File: src/rtl/spi_frame_counter_pkg.sv
// Shared types and width helpers for the SPI frame counter slice.
package spi_pkg;

   typedef enum logic [1:0] {
      IDLE  = 2'd0,
      SHIFT = 2'd1,
      GAP   = 2'd2
   } spi_frm_state_t;

   localparam int unsigned SPI_MAX_BITS_DEF  = 16;
   localparam int unsigned SPI_MAX_WORDS_DEF = 8;
   localparam int unsigned SPI_MAX_GAP_DEF   = 4;

   function automatic int unsigned spi_cnt_w(input int unsigned n);
      return (n < 2) ? 1 : $clog2(n);
   endfunction

endpackage

File: src/rtl/spi_tick_counter.sv
// Tick-driven wrap counter: counts 0..i_len, wraps to 0 and flags the wrap tick.
module spi_tick_counter #(
   parameter int unsigned W = 4
) (
   input  logic         i_clk,
   input  logic         i_reset,
   input  logic         i_tick,
   input  logic         i_clear,
   input  logic [W-1:0] i_len,
   output logic [W-1:0] o_cnt,
   output logic         o_wrap
);

   logic [W-1:0] cnt_q;

   assign o_wrap = i_tick && !i_clear && (cnt_q == i_len);
   assign o_cnt  = cnt_q;

   always_ff @(posedge i_clk or negedge i_reset) begin
      if (!i_reset) begin
         cnt_q <= '0;
      end else if (i_clear) begin
         cnt_q <= '0;
      end else if (i_tick) begin
         cnt_q <= o_wrap ? '0 : cnt_q + 1'b1;
      end
   end

endmodule

File: src/rtl/spi_frame_counter.sv
// Two-level SPI bit/word sequencing counter with start/abort control.
// Optional inter-word gap enabled by defining SPI_FRAME_CNT_GAP_EN.
module spi_frame_counter
   import spi_pkg::*;
#(
   parameter int unsigned MAX_BITS  = SPI_MAX_BITS_DEF,
   parameter int unsigned MAX_WORDS = SPI_MAX_WORDS_DEF,
   parameter int unsigned MAX_GAP   = SPI_MAX_GAP_DEF,
   parameter int unsigned BIT_W     = spi_cnt_w(MAX_BITS),
   parameter int unsigned WORD_W    = spi_cnt_w(MAX_WORDS)
`ifdef SPI_FRAME_CNT_GAP_EN
   , parameter int unsigned GAP_W   = spi_cnt_w(MAX_GAP)
`endif
) (
   input  logic              i_clk,
   input  logic              i_reset,
   input  logic              i_sclk_enable,
   input  logic              i_start,
   input  logic              i_abort,
   input  logic [BIT_W-1:0]  i_bit_len,
   input  logic [WORD_W-1:0] i_word_len,
`ifdef SPI_FRAME_CNT_GAP_EN
   input  logic [GAP_W-1:0]  i_gap_len,
`endif
   output logic [BIT_W-1:0]  o_bit_cnt,
   output logic [WORD_W-1:0] o_word_cnt,
   output logic              o_busy,
   output logic              o_last_bit,
   output logic              o_word_done,
   output logic              o_frame_done
`ifdef SPI_FRAME_CNT_GAP_EN
   , output logic            o_gap
`endif
);

   if (MAX_BITS < 2 || MAX_WORDS < 2 || MAX_GAP < 2) begin : g_param_check
      $error("spi_frame_counter: MAX_BITS, MAX_WORDS and MAX_GAP must be >= 2");
   end

   spi_frm_state_t    state_q, state_d;
   logic              latch_en;
   logic [BIT_W-1:0]  bit_len_q;
   logic [WORD_W-1:0] word_len_q;
   logic              word_done_q, frame_done_q;
   logic              shift_tick, bit_wrap, word_wrap;
   logic              gap_en, gap_wrap;

   assign shift_tick = (state_q == SHIFT) && i_sclk_enable && !i_abort;

   spi_tick_counter #(.W(BIT_W)) u_bit_cnt (
      .i_clk   (i_clk),
      .i_reset (i_reset),
      .i_tick  (shift_tick),
      .i_clear (i_abort),
      .i_len   (bit_len_q),
      .o_cnt   (o_bit_cnt),
      .o_wrap  (bit_wrap)
   );

   // Word counter advances on the bit-counter wrap, so it moves exactly once per word.
   spi_tick_counter #(.W(WORD_W)) u_word_cnt (
      .i_clk   (i_clk),
      .i_reset (i_reset),
      .i_tick  (bit_wrap),
      .i_clear (i_abort),
      .i_len   (word_len_q),
      .o_cnt   (o_word_cnt),
      .o_wrap  (word_wrap)
   );

`ifdef SPI_FRAME_CNT_GAP_EN
   logic [GAP_W-1:0] gap_len_q;
   logic [GAP_W-1:0] gap_cnt_unused;
   logic             gap_tick;

   assign gap_tick = (state_q == GAP) && i_sclk_enable && !i_abort;
   assign gap_en   = (gap_len_q != '0);
   assign o_gap    = (state_q == GAP);

   // GAP is only entered with gap_len != 0, so gap_len-1 never underflows in use.
   spi_tick_counter #(.W(GAP_W)) u_gap_cnt (
      .i_clk   (i_clk),
      .i_reset (i_reset),
      .i_tick  (gap_tick),
      .i_clear (i_abort),
      .i_len   (gap_len_q - 1'b1),
      .o_cnt   (gap_cnt_unused),
      .o_wrap  (gap_wrap)
   );

   always_ff @(posedge i_clk or negedge i_reset) begin
      if (!i_reset) begin
         gap_len_q <= '0;
      end else if (latch_en) begin
         gap_len_q <= i_gap_len;
      end
   end
`else
   assign gap_en   = 1'b0;
   assign gap_wrap = 1'b0;
`endif

   always_comb begin
      state_d  = state_q;
      latch_en = 1'b0;
      case (state_q)
         IDLE: begin
            if (i_start) begin
               state_d  = SHIFT;
               latch_en = !i_abort;
            end
         end
         SHIFT: begin
            if (word_wrap) begin
               state_d = IDLE;
            end else if (bit_wrap && gap_en) begin
               state_d = GAP;
            end
         end
         GAP: begin
            if (gap_wrap) begin
               state_d = SHIFT;
            end
         end
         default: state_d = IDLE;
      endcase
      if (i_abort) begin
         state_d = IDLE;
      end
   end

   always_ff @(posedge i_clk or negedge i_reset) begin
      if (!i_reset) begin
         state_q      <= IDLE;
         bit_len_q    <= '0;
         word_len_q   <= '0;
         word_done_q  <= 1'b0;
         frame_done_q <= 1'b0;
      end else begin
         state_q      <= state_d;
         word_done_q  <= bit_wrap;
         frame_done_q <= word_wrap;
         if (latch_en) begin
            bit_len_q  <= i_bit_len;
            word_len_q <= i_word_len;
         end
      end
   end

   assign o_busy       = (state_q != IDLE);
   assign o_last_bit   = (state_q == SHIFT) && (o_bit_cnt == bit_len_q);
   assign o_word_done  = word_done_q;
   assign o_frame_done = frame_done_q;

endmodule

File: config.mk
export PLATFORM = sky130hd
export DESIGN_NAME = spi_frame_counter
export DESIGN_NICKNAME = d
export VERILOG_FILES = /design/src/rtl/spi_frame_counter_pkg.sv /design/src/rtl/spi_tick_counter.sv /design/src/rtl/spi_frame_counter.sv
export SDC_FILE = /design/constraint.sdc
export NUM_CORES = 1
export LEC_CHECK = 0
export ABC_AREA = 1
export ABC_CLOCK_PERIOD_IN_PS = 3400
export CAP_MARGIN = 20
export CORE_UTILIZATION = 45
export DETAILED_ROUTE_END_ITERATION = 7
export GPL_ROUTABILITY_DRIVEN = 1
export HOLD_SLACK_MARGIN = 0.1
export PLACE_DENSITY_LB_ADDON = 0.15
export REMOVE_ABC_BUFFERS = 1
export SYNTH_ARGS = -nofsm -noshare
export SYNTH_HDL_FRONTEND = slang
export SYNTH_SLANG_ARGS = --single-unit
export TNS_END_PERCENT = 1
File: constraint.sdc
create_clock -name i_clk -period 3.4 [get_ports i_clk]
set_input_delay 0.34 -clock i_clk [delete_from_list [all_inputs] [get_ports i_clk]]
set_output_delay 0.34 -clock i_clk [all_outputs]
set_load 0.02 [all_outputs]
==> out/results.tsv, run 1 <==
metric	value	unit
run_status	completed	
use_met3	3.462	%
placed_area	1144	µm²
dr.first_iter.drc_count	11	
grtUsageMet2	30.56	%
final_antenna_net_count	0	
cp_max_fo	4	
fillers	168	
finalCoreUtilization	65.00	%
crit_required	3.06	ns
slew_headroom	49.20	%
p_leak	0.5718	nW
track_usage	18.33	%
critPathLaunchType	flop	
pin_count	23	
path_class	reg2out	
syn_area_per_cell	9.509	µm²
cts_buffers	3	
hold_buffers	0	
synth-seq-area-share	47.09	%
drtPass1Iterations	3	
portBuffers	22	
endpoint_kind	output port	
fin_skew	0.001365	ns
yosys.area.top_type	dfrtp_1	
top_usage_layer	met2	
r2r_slack	2.13	ns
hold_path_class	in2async	
grt_pass1_vias	644	
antenna_found_initial	0	
routedWlPerCell	11.32	µm
layout_setup_ws	1.188	ns
root_buffer	clkbuf_4	
areaGrowthSynthToFinish	29.64	%
rr_worst_depth	3	
multiInputGateArea	414.1	µm²
tightest_slew	0.7597	ns
rsz0062_at_grt	false	
h-tree-depth	1	
fp.dieW	46.81	µm
syn_inst	95	
hpwl	1.268	mm
drcViolationCount	0	
syn_area	903.4	µm²
yosysWarnings	0	
clk_pin_slew	0.10	ns
drive_above_1_share	23.33	%
initial_core_util	50.14	%
irDropWorstVdd	0.0003247	V
die-area	2191	µm²
routabilityCongestion	0.7596	
numClockSinks	17	
synth_top_area_share	47.09	%
synth_area_leaders	dfrtp_1, nand2_1, nand2_2, a21oi_1, inv_1	
tns	0	ns
drv_slew	0	
fp.coreArea	1802	µm²
diodes	0	
ys_types	25	
maxCapViolations	0	
hold_viol_final	0	
period_needed	2.212	ns
grt.overflow.total	0	
viasPerCell	4.745	
grt_max_degree	18	
critPathArrivalTime	1.87	ns
postCtsSetupRepairBufs	0	
placementRows	15	
grt_pass1_wl	2.787	mm
regArea	425.4	µm²
pwr_density_cell	431.9	nW/µm²
post-place-ws	1.494	ns
clock_latency	0.28	ns
fin_area	1171	µm²
drt_wl_total	1.641	mm
ys_seq_elements	17	
die_h	46.81	µm
finalCritPeriodShare	65.05	%
cts_tree	yes	
timing.rr.start	state_q[0]	
r2r_end	word_len_q[2]	
setup_viol	0	
final_nets	135	
vias	688	
met1_usage	24.45	%
ctsResizeCount	0	
clock.fmax	0.4521	GHz
cts.path.max_buffers	2	
==> placed cells by master, fill, tap and decap left out, types with 2 or more instances in the layout <==
| cell | netlist | final |
|---|---|---|
| clkdlybuf4s50_1 | 0 | 22 |
| nand2_1 | 17 | 17 |
| dfrtp_1 | 17 | 17 |
| inv_1 | 7 | 7 |
| inv_2 | 7 | 7 |
| nor2_1 | 7 | 7 |
| a21oi_1 | 6 | 6 |
| nand2_2 | 5 | 5 |
| xnor2_1 | 3 | 3 |
| nand3_1 | 3 | 3 |
| xor2_1 | 3 | 3 |
| clkbuf_4 | 0 | 3 |
| nor2_4 | 2 | 2 |
| nand3_2 | 2 | 2 |
| nand4_1 | 2 | 2 |
| mux2_2 | 2 | 2 |
| ha_1 | 2 | 2 |
==> registers in the layout, summed over array words and instances (netlist names) <==
signal            count
bit_len_q             4
o_frame_done          1
o_word_done           1
state_q               1
u_bit_cnt.o_cnt       4
u_word_cnt.o_cnt      3
word_len_q            3
==> synthesized netlist by cell type <==
library cell  instances
xor2_1                3
nor2_1                7
nor2_2                1
mux2_4                1
inv_2                 7
nand3_1               3
nand4_1               2
nor2_4                2
o21ai_1               1
inv_1                 7
nand3_2               2
a21oi_1               6
nor3_1                1
ha_1                  2
nand2_4               1
o21ai_0               1
o21ai_2               1
dfrtp_1              17
mux2_2                2
nor2_8                1
nand2_1              17
nor3_4                1
buf_6                 1
xnor2_1               3
nand2_2               5
==> logic make-up after synthesis <==
logic type      synth area share, %
simple gates                  27.70
flops                         47.09
buf+inv                       7.065
compound gates                5.401
xor+xnor                      5.818
mux                           4.154
fa+ha+maj                     2.770
==> through the flow <==
| stage | total power [W] | hold slack (ns) | std cells |
|---|---|---|---|
| 2_1_floorplan | 0.0003532 | 0.04441 | 94 |
| 3_3_place_gp | 0.0004014 | 0.5173 | 141 |
| 3_5_place_dp | 0.0004065 | 0.5205 | 141 |
| 4_1_cts | 0.0005134 | 0.5106 | 145 |
| 5_1_grt | 0.0005394 | 0.5547 | 145 |
| 6_report | 0.0005058 | 0.4943 | 145 |
==> power by group <==
| group | internal (W) | switching (W) |
|---|---|---|
| clock network | 0.0000437 | 0.0000618 |
| logic | 0.0000677 | 0.0000817 |
| registers | 0.000227 | 0.0000236 |
| total | 0.000339 | 0.000167 |
==> metal layers <==
metal  wire, µm  vias to the layer above  part of all wire [%]
met5          0                        -                     0
met1        787                      321                    48
met3         44                        2                   2.7
met2        802                       14                    49
li1           -                      351                     -
met4          6                        0                  0.37
==> cell type report <==
| type | instances | share of cell area [%] |
|---|---|---|
| clock inverters | 1 | 0.4274 |
| inverters | 14 | 4.487 |
| repair buffers | 22 | 18.80 |
| multi-input cells | 63 | 35.36 |
| well taps | 25 | 2.671 |
| clock buffers | 3 | 1.923 |
| flip-flops and latches | 17 | 36.32 |
==> worst max path at each step <==
stage,start,to,slack (ns),cells past startpoint
final,u_bit_cnt.o_cnt[1],o_last_bit,1.19,7
after global routing,u_bit_cnt.o_cnt[1],o_last_bit,1.03,7
after CTS,u_bit_cnt.o_cnt[1],o_last_bit,1.15,7
after detailed placement,u_bit_cnt.o_cnt[1],o_last_bit,1.49,7
after global placement,u_bit_cnt.o_cnt[1],o_last_bit,1.52,7
after floorplan,u_bit_cnt.o_cnt[1],o_last_bit,1.87,6
==> worst max-delay path, cell delays in order (launching register included) <==
cell	delay, ns
dfrtp_1	0.42
inv_2	0.06
nand2_1	0.05
nand2_1	0.08
nor2_4	0.16
nand2_4	0.09
nor2_1	0.11
clkdlybuf4s50_1	0.61
Note: power is estimated with default switching activity, not from simulation.
==> run 2, diff against run 1 <==
--- a/config.mk
+++ b/config.mk
@@ -6,7 +6,7 @@
 export NUM_CORES = 1
 export LEC_CHECK = 0
 export ABC_AREA = 1
-export ABC_CLOCK_PERIOD_IN_PS = 3400
+export ABC_CLOCK_PERIOD_IN_PS = 2300
 export CAP_MARGIN = 20
 export CORE_UTILIZATION = 45
 export DETAILED_ROUTE_END_ITERATION = 7
==> constraint.sdc (replaced) <==
create_clock -name i_clk -period 2.3 [get_ports i_clk]
set_input_delay 0.23 -clock i_clk [delete_from_list [all_inputs] [get_ports i_clk]]
set_output_delay 0.23 -clock i_clk [all_outputs]
set_load 0.02 [all_outputs]
==> results of run 2 <==
Same layout as run 1 (identical final DEF). Status: completed.
Among the figures that moved: setup slack after placement 1.494 ns -> 0.5044 ns; setup slack after layout 1.188 ns -> 0.1981 ns; hold slack 0.4943 ns -> 0.3843 ns; register-to-register setup slack 2.13 ns -> 1.03 ns; total power 0.0005058 W -> 0.0007477 W; worst IR drop on VDD 0.0003247 V -> 0.0004800 V
